--- config.mk ---
export PLATFORM = sky130hd
export DESIGN_NAME = iic_reg_seq
export DESIGN_NICKNAME = d
export VERILOG_FILES = /design/src/rtl/iic_reg_seq_pkg.sv /design/src/rtl/iic_reg_seq.sv
export SDC_FILE = /design/constraint.sdc
export NUM_CORES = 1
export LEC_CHECK = 0
export ABC_CLOCK_PERIOD_IN_PS = 2600
export CORE_MARGIN = 1.5
export CORE_UTILIZATION = 47
export CTS_CLUSTER_DIAMETER = 200
export DETAILED_ROUTE_END_ITERATION = 10
export GPL_ROUTABILITY_DRIVEN = 0
export HOLD_SLACK_MARGIN = 0.08
export PLACE_DENSITY = 0.76
export SLEW_MARGIN = 20
export SYNTH_ARGS = -nofsm -noshare
export SYNTH_HDL_FRONTEND = slang
export SYNTH_SLANG_ARGS = --single-unit
--- constraint.sdc ---
create_clock -name clk -period 2.6 [get_ports clk]
set_input_delay 0.39 -clock clk [delete_from_list [all_inputs] [get_ports clk]]
set_output_delay 0.39 -clock clk [all_outputs]
set_load 0.02 [all_outputs]
--- src/rtl/iic_reg_seq_pkg.sv ---
// rtl/iic_reg_seq_pkg.sv - op word field positions, sequencer states and op word builder
package iic_reg_seq_pkg;

    localparam int   OP_LOCK  = 11;
    localparam int   OP_STOP  = 10;
    localparam int   OP_START = 9;
    localparam int   OP_RNW   = 8;
    localparam logic IIC_RD   = 1'b1;
    localparam logic IIC_WR   = 1'b0;

    typedef enum logic [2:0] {
        ST_IDLE,
        ST_DEV_W,
        ST_REG,
        ST_WDATA,
        ST_DEV_R,
        ST_RDATA,
        ST_RX_WAIT
    } state_t;

    function automatic logic [11:0] make_op(input logic lock, input logic stop,
                                            input logic start, input logic rnw,
                                            input logic [7:0] data);
        logic [11:0] w;
        w           = {4'b0000, data};
        w[OP_LOCK]  = lock;
        w[OP_STOP]  = stop;
        w[OP_START] = start;
        w[OP_RNW]   = rnw;
        return w;
    endfunction

endpackage

--- src/rtl/iic_reg_seq.sv ---
// rtl/iic_reg_seq.sv - register read/write request to locked IIC op words, read byte reassembly
module iic_reg_seq
    import iic_reg_seq_pkg::*;
#(
    parameter  int DATA_BYTES = 2,
    parameter  int RX_TIMEOUT = 4096,
    localparam int LW         = $clog2(DATA_BYTES + 1),
    localparam int DW         = 8 * DATA_BYTES
) (
    input  logic          clk,
    input  logic          rst_n,
    input  logic          req_valid,
    output logic          req_ready,
    input  logic          req_rnw,
    input  logic [6:0]    req_dev_addr,
    input  logic [7:0]    req_reg_addr,
    input  logic [LW-1:0] req_len,
    input  logic [DW-1:0] req_wr_data,
    output logic          op_valid,
    input  logic          op_ready,
    output logic [11:0]   op_data,
    input  logic          rx_valid,
    input  logic [7:0]    rx_data,
    output logic          resp_valid,
    output logic [DW-1:0] resp_data,
    output logic          resp_err,
    output logic          busy
);

    localparam int TW = $clog2(RX_TIMEOUT);

    state_t        state, state_n;
    logic          rnw_q;
    logic [6:0]    dev_q;
    logic [7:0]    reg_q;
    logic [LW-1:0] len_q, len_norm, idx_q, rx_cnt;
    logic [DW-1:0] wr_q, rx_shift, wr_sel, resp_fill;
    logic [TW-1:0] tmo_q;
    logic          accept, last, rx_take, rx_done, rx_tmo;

    always_comb begin
        len_norm = req_len;
        if (req_len == '0)
            len_norm = LW'(1);
        else if (req_len > LW'(DATA_BYTES))
            len_norm = LW'(DATA_BYTES);
    end

    assign accept  = req_valid && req_ready;
    assign last    = (idx_q == len_q - LW'(1));
    assign busy    = (state != ST_IDLE);
    // Bytes count from DEV_R acceptance on, so they may arrive while RDATA words are still issuing.
    assign rx_take = ((state == ST_RDATA) || (state == ST_RX_WAIT)) && rx_valid && (rx_cnt < len_q);
    assign rx_done = (state == ST_RX_WAIT) && (rx_cnt == len_q);
    assign rx_tmo  = (state == ST_RX_WAIT) && !rx_done && !rx_take && (tmo_q == TW'(RX_TIMEOUT - 1));

    // MS byte goes out first; a short (timed-out) read is left-aligned within len bytes.
    assign wr_sel    = wr_q >> (8 * (int'(len_q) - int'(idx_q) - 1));
    assign resp_fill = rx_shift << (8 * (int'(len_q) - int'(rx_cnt)));

    always_comb begin
        state_n  = state;
        op_valid = 1'b0;
        op_data  = '0;
        case (state)
            ST_IDLE: begin
                if (accept)
                    state_n = ST_DEV_W;
            end
            ST_DEV_W: begin
                op_valid = 1'b1;
                op_data  = make_op(1'b1, 1'b0, 1'b1, IIC_WR, {dev_q, IIC_WR});
                if (op_ready)
                    state_n = ST_REG;
            end
            ST_REG: begin
                op_valid = 1'b1;
                op_data  = make_op(1'b1, 1'b0, 1'b0, IIC_WR, reg_q);
                if (op_ready)
                    state_n = rnw_q ? ST_DEV_R : ST_WDATA;
            end
            ST_WDATA: begin
                op_valid = 1'b1;
                op_data  = make_op(!last, last, 1'b0, IIC_WR, wr_sel[7:0]);
                if (op_ready && last)
                    state_n = ST_IDLE;
            end
            ST_DEV_R: begin
                op_valid = 1'b1;
                op_data  = make_op(1'b1, 1'b0, 1'b1, IIC_RD, {dev_q, IIC_RD});
                if (op_ready)
                    state_n = ST_RDATA;
            end
            ST_RDATA: begin
                op_valid = 1'b1;
                op_data  = make_op(!last, last, 1'b0, IIC_RD, 8'h00);
                if (op_ready && last)
                    state_n = ST_RX_WAIT;
            end
            ST_RX_WAIT: begin
                if (rx_done || rx_tmo)
                    state_n = ST_IDLE;
            end
            default: state_n = ST_IDLE;
        endcase
    end

    always_ff @(posedge clk or negedge rst_n) begin
        if (!rst_n) begin
            state      <= ST_IDLE;
            req_ready  <= 1'b0;
            rnw_q      <= 1'b0;
            dev_q      <= '0;
            reg_q      <= '0;
            len_q      <= '0;
            wr_q       <= '0;
            idx_q      <= '0;
            rx_cnt     <= '0;
            rx_shift   <= '0;
            tmo_q      <= '0;
            resp_valid <= 1'b0;
            resp_err   <= 1'b0;
            resp_data  <= '0;
        end else begin
            state      <= state_n;
            req_ready  <= (state_n == ST_IDLE);
            resp_valid <= 1'b0;
            resp_err   <= 1'b0;
            if (accept) begin
                rnw_q    <= req_rnw;
                dev_q    <= req_dev_addr;
                reg_q    <= req_reg_addr;
                len_q    <= len_norm;
                wr_q     <= req_wr_data;
                rx_cnt   <= '0;
                rx_shift <= '0;
            end
            if ((state == ST_REG) || (state == ST_DEV_R))
                idx_q <= '0;
            else if (((state == ST_WDATA) || (state == ST_RDATA)) && op_ready)
                idx_q <= idx_q + LW'(1);
            if (rx_take) begin
                rx_shift <= (rx_shift << 8) | DW'(rx_data);
                rx_cnt   <= rx_cnt + LW'(1);
            end
            if ((state != ST_RX_WAIT) || rx_take)
                tmo_q <= '0;
            else
                tmo_q <= tmo_q + TW'(1);
            if (rx_done || rx_tmo) begin
                resp_valid <= 1'b1;
                resp_err   <= rx_tmo;
                resp_data  <= resp_fill;
            end
        end
    end

endmodule

After elaboration in Yosys (flattened, before gate mapping)
Cells that the tools add are included.
- output and inout bits: 33
- register bits: 88
- order comparisons: 2
- reductions and logical operators: 24
- bitwise gates (word level): 1
- muxes and demuxes: 22
- equal/unequal tests: 10
- shifts and indexed selects: 2
- $add $sub $neg: 7
- operators with widths (kind ; count):
    $pmux 12 s5 ; 1
    $mux 16 ; 2
    $shl 16x32->16 ; 1
    $shr 16x32->8 ; 1
    $mux 3 ; 8
    $pmux 3 s7 ; 1
    $or 16x8->16 ; 1
    $add 12x1->12 const B ; 1
    $eq 12x12->1 const B ; 1
    $mux 12 ; 1
    $mux 2 ; 6
    $eq 3x3->1 const B ; 3
    $logic_and 1x1->1 ; 9
    $eq 3x2->1 const B ; 2
    $logic_not 3->1 ; 2
    $sub 2x2->3 ; 2
    $logic_or 1x1->1 ; 5
    $reduce_or 5->1 ; 1
    $add 2x1->2 const B ; 2
    $eq 2x2->1 ; 2
    $reduce_bool 2->1 ; 2
    $sub 3x2->4 const B ; 1
    $eq 3x1->1 const B ; 1
    $logic_not 1->1 ; 3
    7 further kinds ; 9

Logic depth before layout (Yosys ltp)
- depth in word-level cells: 11
- gate-level depth with buffers: 10
- depth with buffers taken out: 8

Least setup slack after synthesis
Ideal clock, no wire load.
- kind: register to output
- from: register len_q[0]
- to: output op_data[7]
- stages on the path, launching flop included: 9
- path buffers: 0
- path slack: -0.181 ns
- data arrival time: 2.391 ns
- path through: dfrtp_1 > inv_1 > ha_1 > fa_1 > ha_1 > nor4bb_1 > nand3_1 > o22a_1 > a21oi_1
- word-level cells in the longest chain between the ends: 4
- ends and longest elaborated chain (what ; RTL line ; text):
    start, declared ; iic_reg_seq.sv:36 ; logic [LW-1:0] len_q, len_norm, idx_q, rx_cnt;
    start signal, assigned ; iic_reg_seq.sv:133 ; len_q <= len_norm;
    $sub 2x2->3 ; iic_reg_seq.sv:58 ; assign wr_sel = wr_q >> (8 * (int'(len_q) - int'(idx_q) - 1));
    $sub 3x2->4 ; iic_reg_seq.sv:58 ;
    $shr 16x32->8 ; iic_reg_seq.sv:58 ;
    $pmux 12 s5 ; iic_reg_seq.sv:65 ; case (state)
    end, declared ; iic_reg_seq.sv:21 ; output logic [11:0] op_data,
Every way passes these cells.

Final worst setup path
- from: register len_q[0]
- to: output op_data[5]
Same word-level chain as after synthesis.

==> reports/metrics.cfg <==
[run_status]
status=finished with violations
violations=design-rule violations, negative setup slack

[timing]
slew_violations=0
setup_slack_ps=-476.2
rsz0062_at_grt=yes
fmax_mhz=325.1
worst_pin_slew_ps=823.7
hold_viol=0
hold-worst-slack_ps=490.2
fin_crit_ps=3076
timing.final.crit_share=1.183
setup_viol=24
skew_ps=9.443
maxSlewHeadroom=0.4495

[placed_design]
place_area_sq_um=5426
portBuffers=78
dp_hpwl_mm=6.825

[worst_setup_path]
reg2reg_from=len_q[0]
start_kind=register
crit_type=register to primary output
path_delay_family=adder cells
reg2reg_to=resp_data[0]
max_stage_delay_ps=460
end_kind=primary output
crit_path_cell_trace=inv_2 > ha_4 > fa_2 > ha_4 > nor4bb_4 > nand3_1 > buf_6 > o22a_1 > a21oi_4 > buf_6
reg2reg_depth=12
crit_fanout=8
critPathArrivalTime_ps=2690
path_buf_inv=3
regToRegSetupSlack_ps=-100
cp_slowest_cell=fa_2
crit_required_ps=2210

[yosys]
synthesis.nets=438
synthCells=383
synth.top_cell.area_share=0.5110
netlist_area_sq_um=4309
synthXorXnorAreaFrac=0.02555
synth-simple-area-share=0.1350
avgSynthCellArea_sq_um=11.25
synth_top_area_cell=dfrtp_1
synth-seq-cells=88
yosysSeqAreaShare=0.5110
synthAdderAreaFrac=0.02671
synth_top_family_by_area=multiplexers
synthArstFlopShare=1.000
synth_compound_area_frac=0.09727
synth_edf_count=0
ys.flop_type=dfrtp_1
yosys_warnings=0
ys_types=51
yosys-top-cells-area=dfrtp_1, mux2_2, nand2_1
synthMuxAreaShare=0.1754

[detailed_routing]
viasPerCell=5.486
ant_nets=0
first_pass_iters=8
drtIter0Drc=185
vias=3286
wl_per_cell_um=16.58
drt_wl_total_mm=9.934
drc=5

[pwr]
p_leak_uw=0.002503
ir_drop_uv=584.2
cellPowerDensity_nw_per_um2=1017
fin_total_pwr_uw=5938

[cts]
cts_tree=built
cts.htree.levels=3
cts_buffer_depth=2
cts_sinks=88
cts_root_buffer=clkbuf_8
clk_pin_slew_ps=90
cts-buffers-inserted=9
clk_latency_ps=350

[job]
drv_cap=0

[grt]
grt_pass1_vias=3429
grt_max_degree=50
grt_util_all_layers=0.2163
antenna_found_initial=0
gr-total-overflow=0
grt_pass1_wl_mm=16.63

[floorplan]
ios=80
die_area_sq_um=9752
core_region_area_sq_um=8806
rows=34
initial_core_util=0.4893
die_w_um=98.75
die_h_um=98.75

[layout]
syn_to_final_growth_pct=35.45
fin_area_sq_um=5837
fin_nets=542
drive_above_1_share=0.2709
antennaDiodeCount=0

[worst_hold_path]
holdCritStartpoint=tmo_q[0]
whs_endpoint=tmo_q[0]
hold_path_class=register to register
worstHoldPathCells=1

area by class of cell:
| cell class | instances | area [sq um] |
|---|---|---|
| fill | 668 | 2969 |
| sequential | 88 | 2205 |
| multi-input combinational | 268 | 2126 |
| timing repair buffer | 112 | 1136 |
| clock buffer | 11 | 151.4 |
| tap | 108 | 135.1 |
| clock inverter | 4 | 53.80 |
| inverter | 8 | 30.03 |
kinds of logic (layout without fill, tap and decap cells):
kind of cell / after synthesis / count (layout)
simple gates: 122 / 122
flops: 88 / 88
mux: 66 / 66
compound gates: 61 / 61
buf+inv: 27 / 135
xor+xnor: 11 / 11
fa+ha+maj: 8 / 8
through the flow:
step	setup TNS, ps	instances	utilization	setup WS (ps)
final	-4823	599	0.6628	-476.2
after detailed placement	-5100	576	0.6162	-585.7
after global placement	-4122	576	0.6162	-537.2
after global routing	-6956	599	0.6628	-580.5
after floorplan	0	383	-	23.19
after CTS	-6897	598	0.6589	-504.4
synthesized netlist by cell type, types with 6 or more instances:
| cell type | instances |
|---|---|
| dfrtp_1 | 88 |
| nand2_1 | 46 |
| mux2_2 | 40 |
| nor2_1 | 29 |
| o21ai_0 | 25 |
| mux2i_1 | 17 |
| clkbuf_1 | 15 |
| and3_1 | 9 |
| mux2_4 | 9 |
| inv_1 | 8 |
| nor3_1 | 7 |
| a21oi_1 | 6 |
| ha_1 | 6 |
| nand3_1 | 6 |
| nor2b_1 | 6 |
| xnor2_1 | 6 |
placed cells by master, fill, tap and decap left out, types with 3 or more instances in the layout:
master,instances
mux2i_1,17
o2bb2ai_2,4
nor3_1,6
ha_1,3
o21ai_0,25
a21oi_1,3
a21oi_4,4
mux2_2,38
nor2b_1,6
ha_4,3
dfrtp_1,86
buf_4,26
a2bb2oi_1,4
o22a_1,4
buf_12,4
and3_1,9
inv_1,6
clkdlybuf4s50_1,66
clkbuf_8,11
and2_1,3
a22oi_1,3
nand2b_1,3
buf_6,10
xor2_1,4
nand3_1,6
nand2_1,46
xnor2_1,6
nor2_1,28
mux2_4,11
routing by layer:
layer / routed length, um / GRT usage / vias up
met5: 0 / 0 / -
met4: 172 / 0.07802 / 0
met3: 480 / 0.04539 / 18
met2: 4949 / 0.3491 / 81
met1: 4331 / 0.2902 / 1633
li1: - / - / 1554
how the worst max path moves through the flow:
stage                         from          end  slack [ps]  depth (start not counted)
after floorplan           state[1]  op_data[10]          20                          5
after global placement    len_q[0]   op_data[4]        -540                         10
after detailed placement  len_q[0]   op_data[5]        -590                         10
after CTS                 len_q[0]   op_data[7]        -500                         10
after global routing      len_q[0]   op_data[5]        -580                         10
final                     len_q[0]   op_data[5]        -480                         10
power breakdown:
| group | total (uW) | leakage [uW] | switching [uW] | internal (uW) |
|---|---|---|---|---|
| sequential | 2030 | 0.00114 | 284 | 1750 |
| combinational | 2940 | 0.00126 | 1460 | 1480 |
| clock | 973 | 0.0000976 | 480 | 493 |
| total | 5940 | 0.00250 | 2220 | 3720 |
timing repair:
item / CTS / global route
resized for setup: 68 / 9
setup buffers: 4 / 1
pin swaps: 8 / 6
setup endpoints to repair: 27 / 27
endpoints found under the hold margin: 20 / 0
gates cloned: 2 / 0
hold buffers: 1 / 0
registers in the layout, indices dropped and copies added, names as in the netlist:
register	flops
dev_q	7
resp_data	16
resp_err	1
idx_q	2
wr_q	16
state	3
rx_shift	16
len_q	2
reg_q	8
resp_valid	1
rx_cnt	2
tmo_q	12
req_ready	1
rnw_q	1
Note: power is estimated with default switching activity, not from simulation.
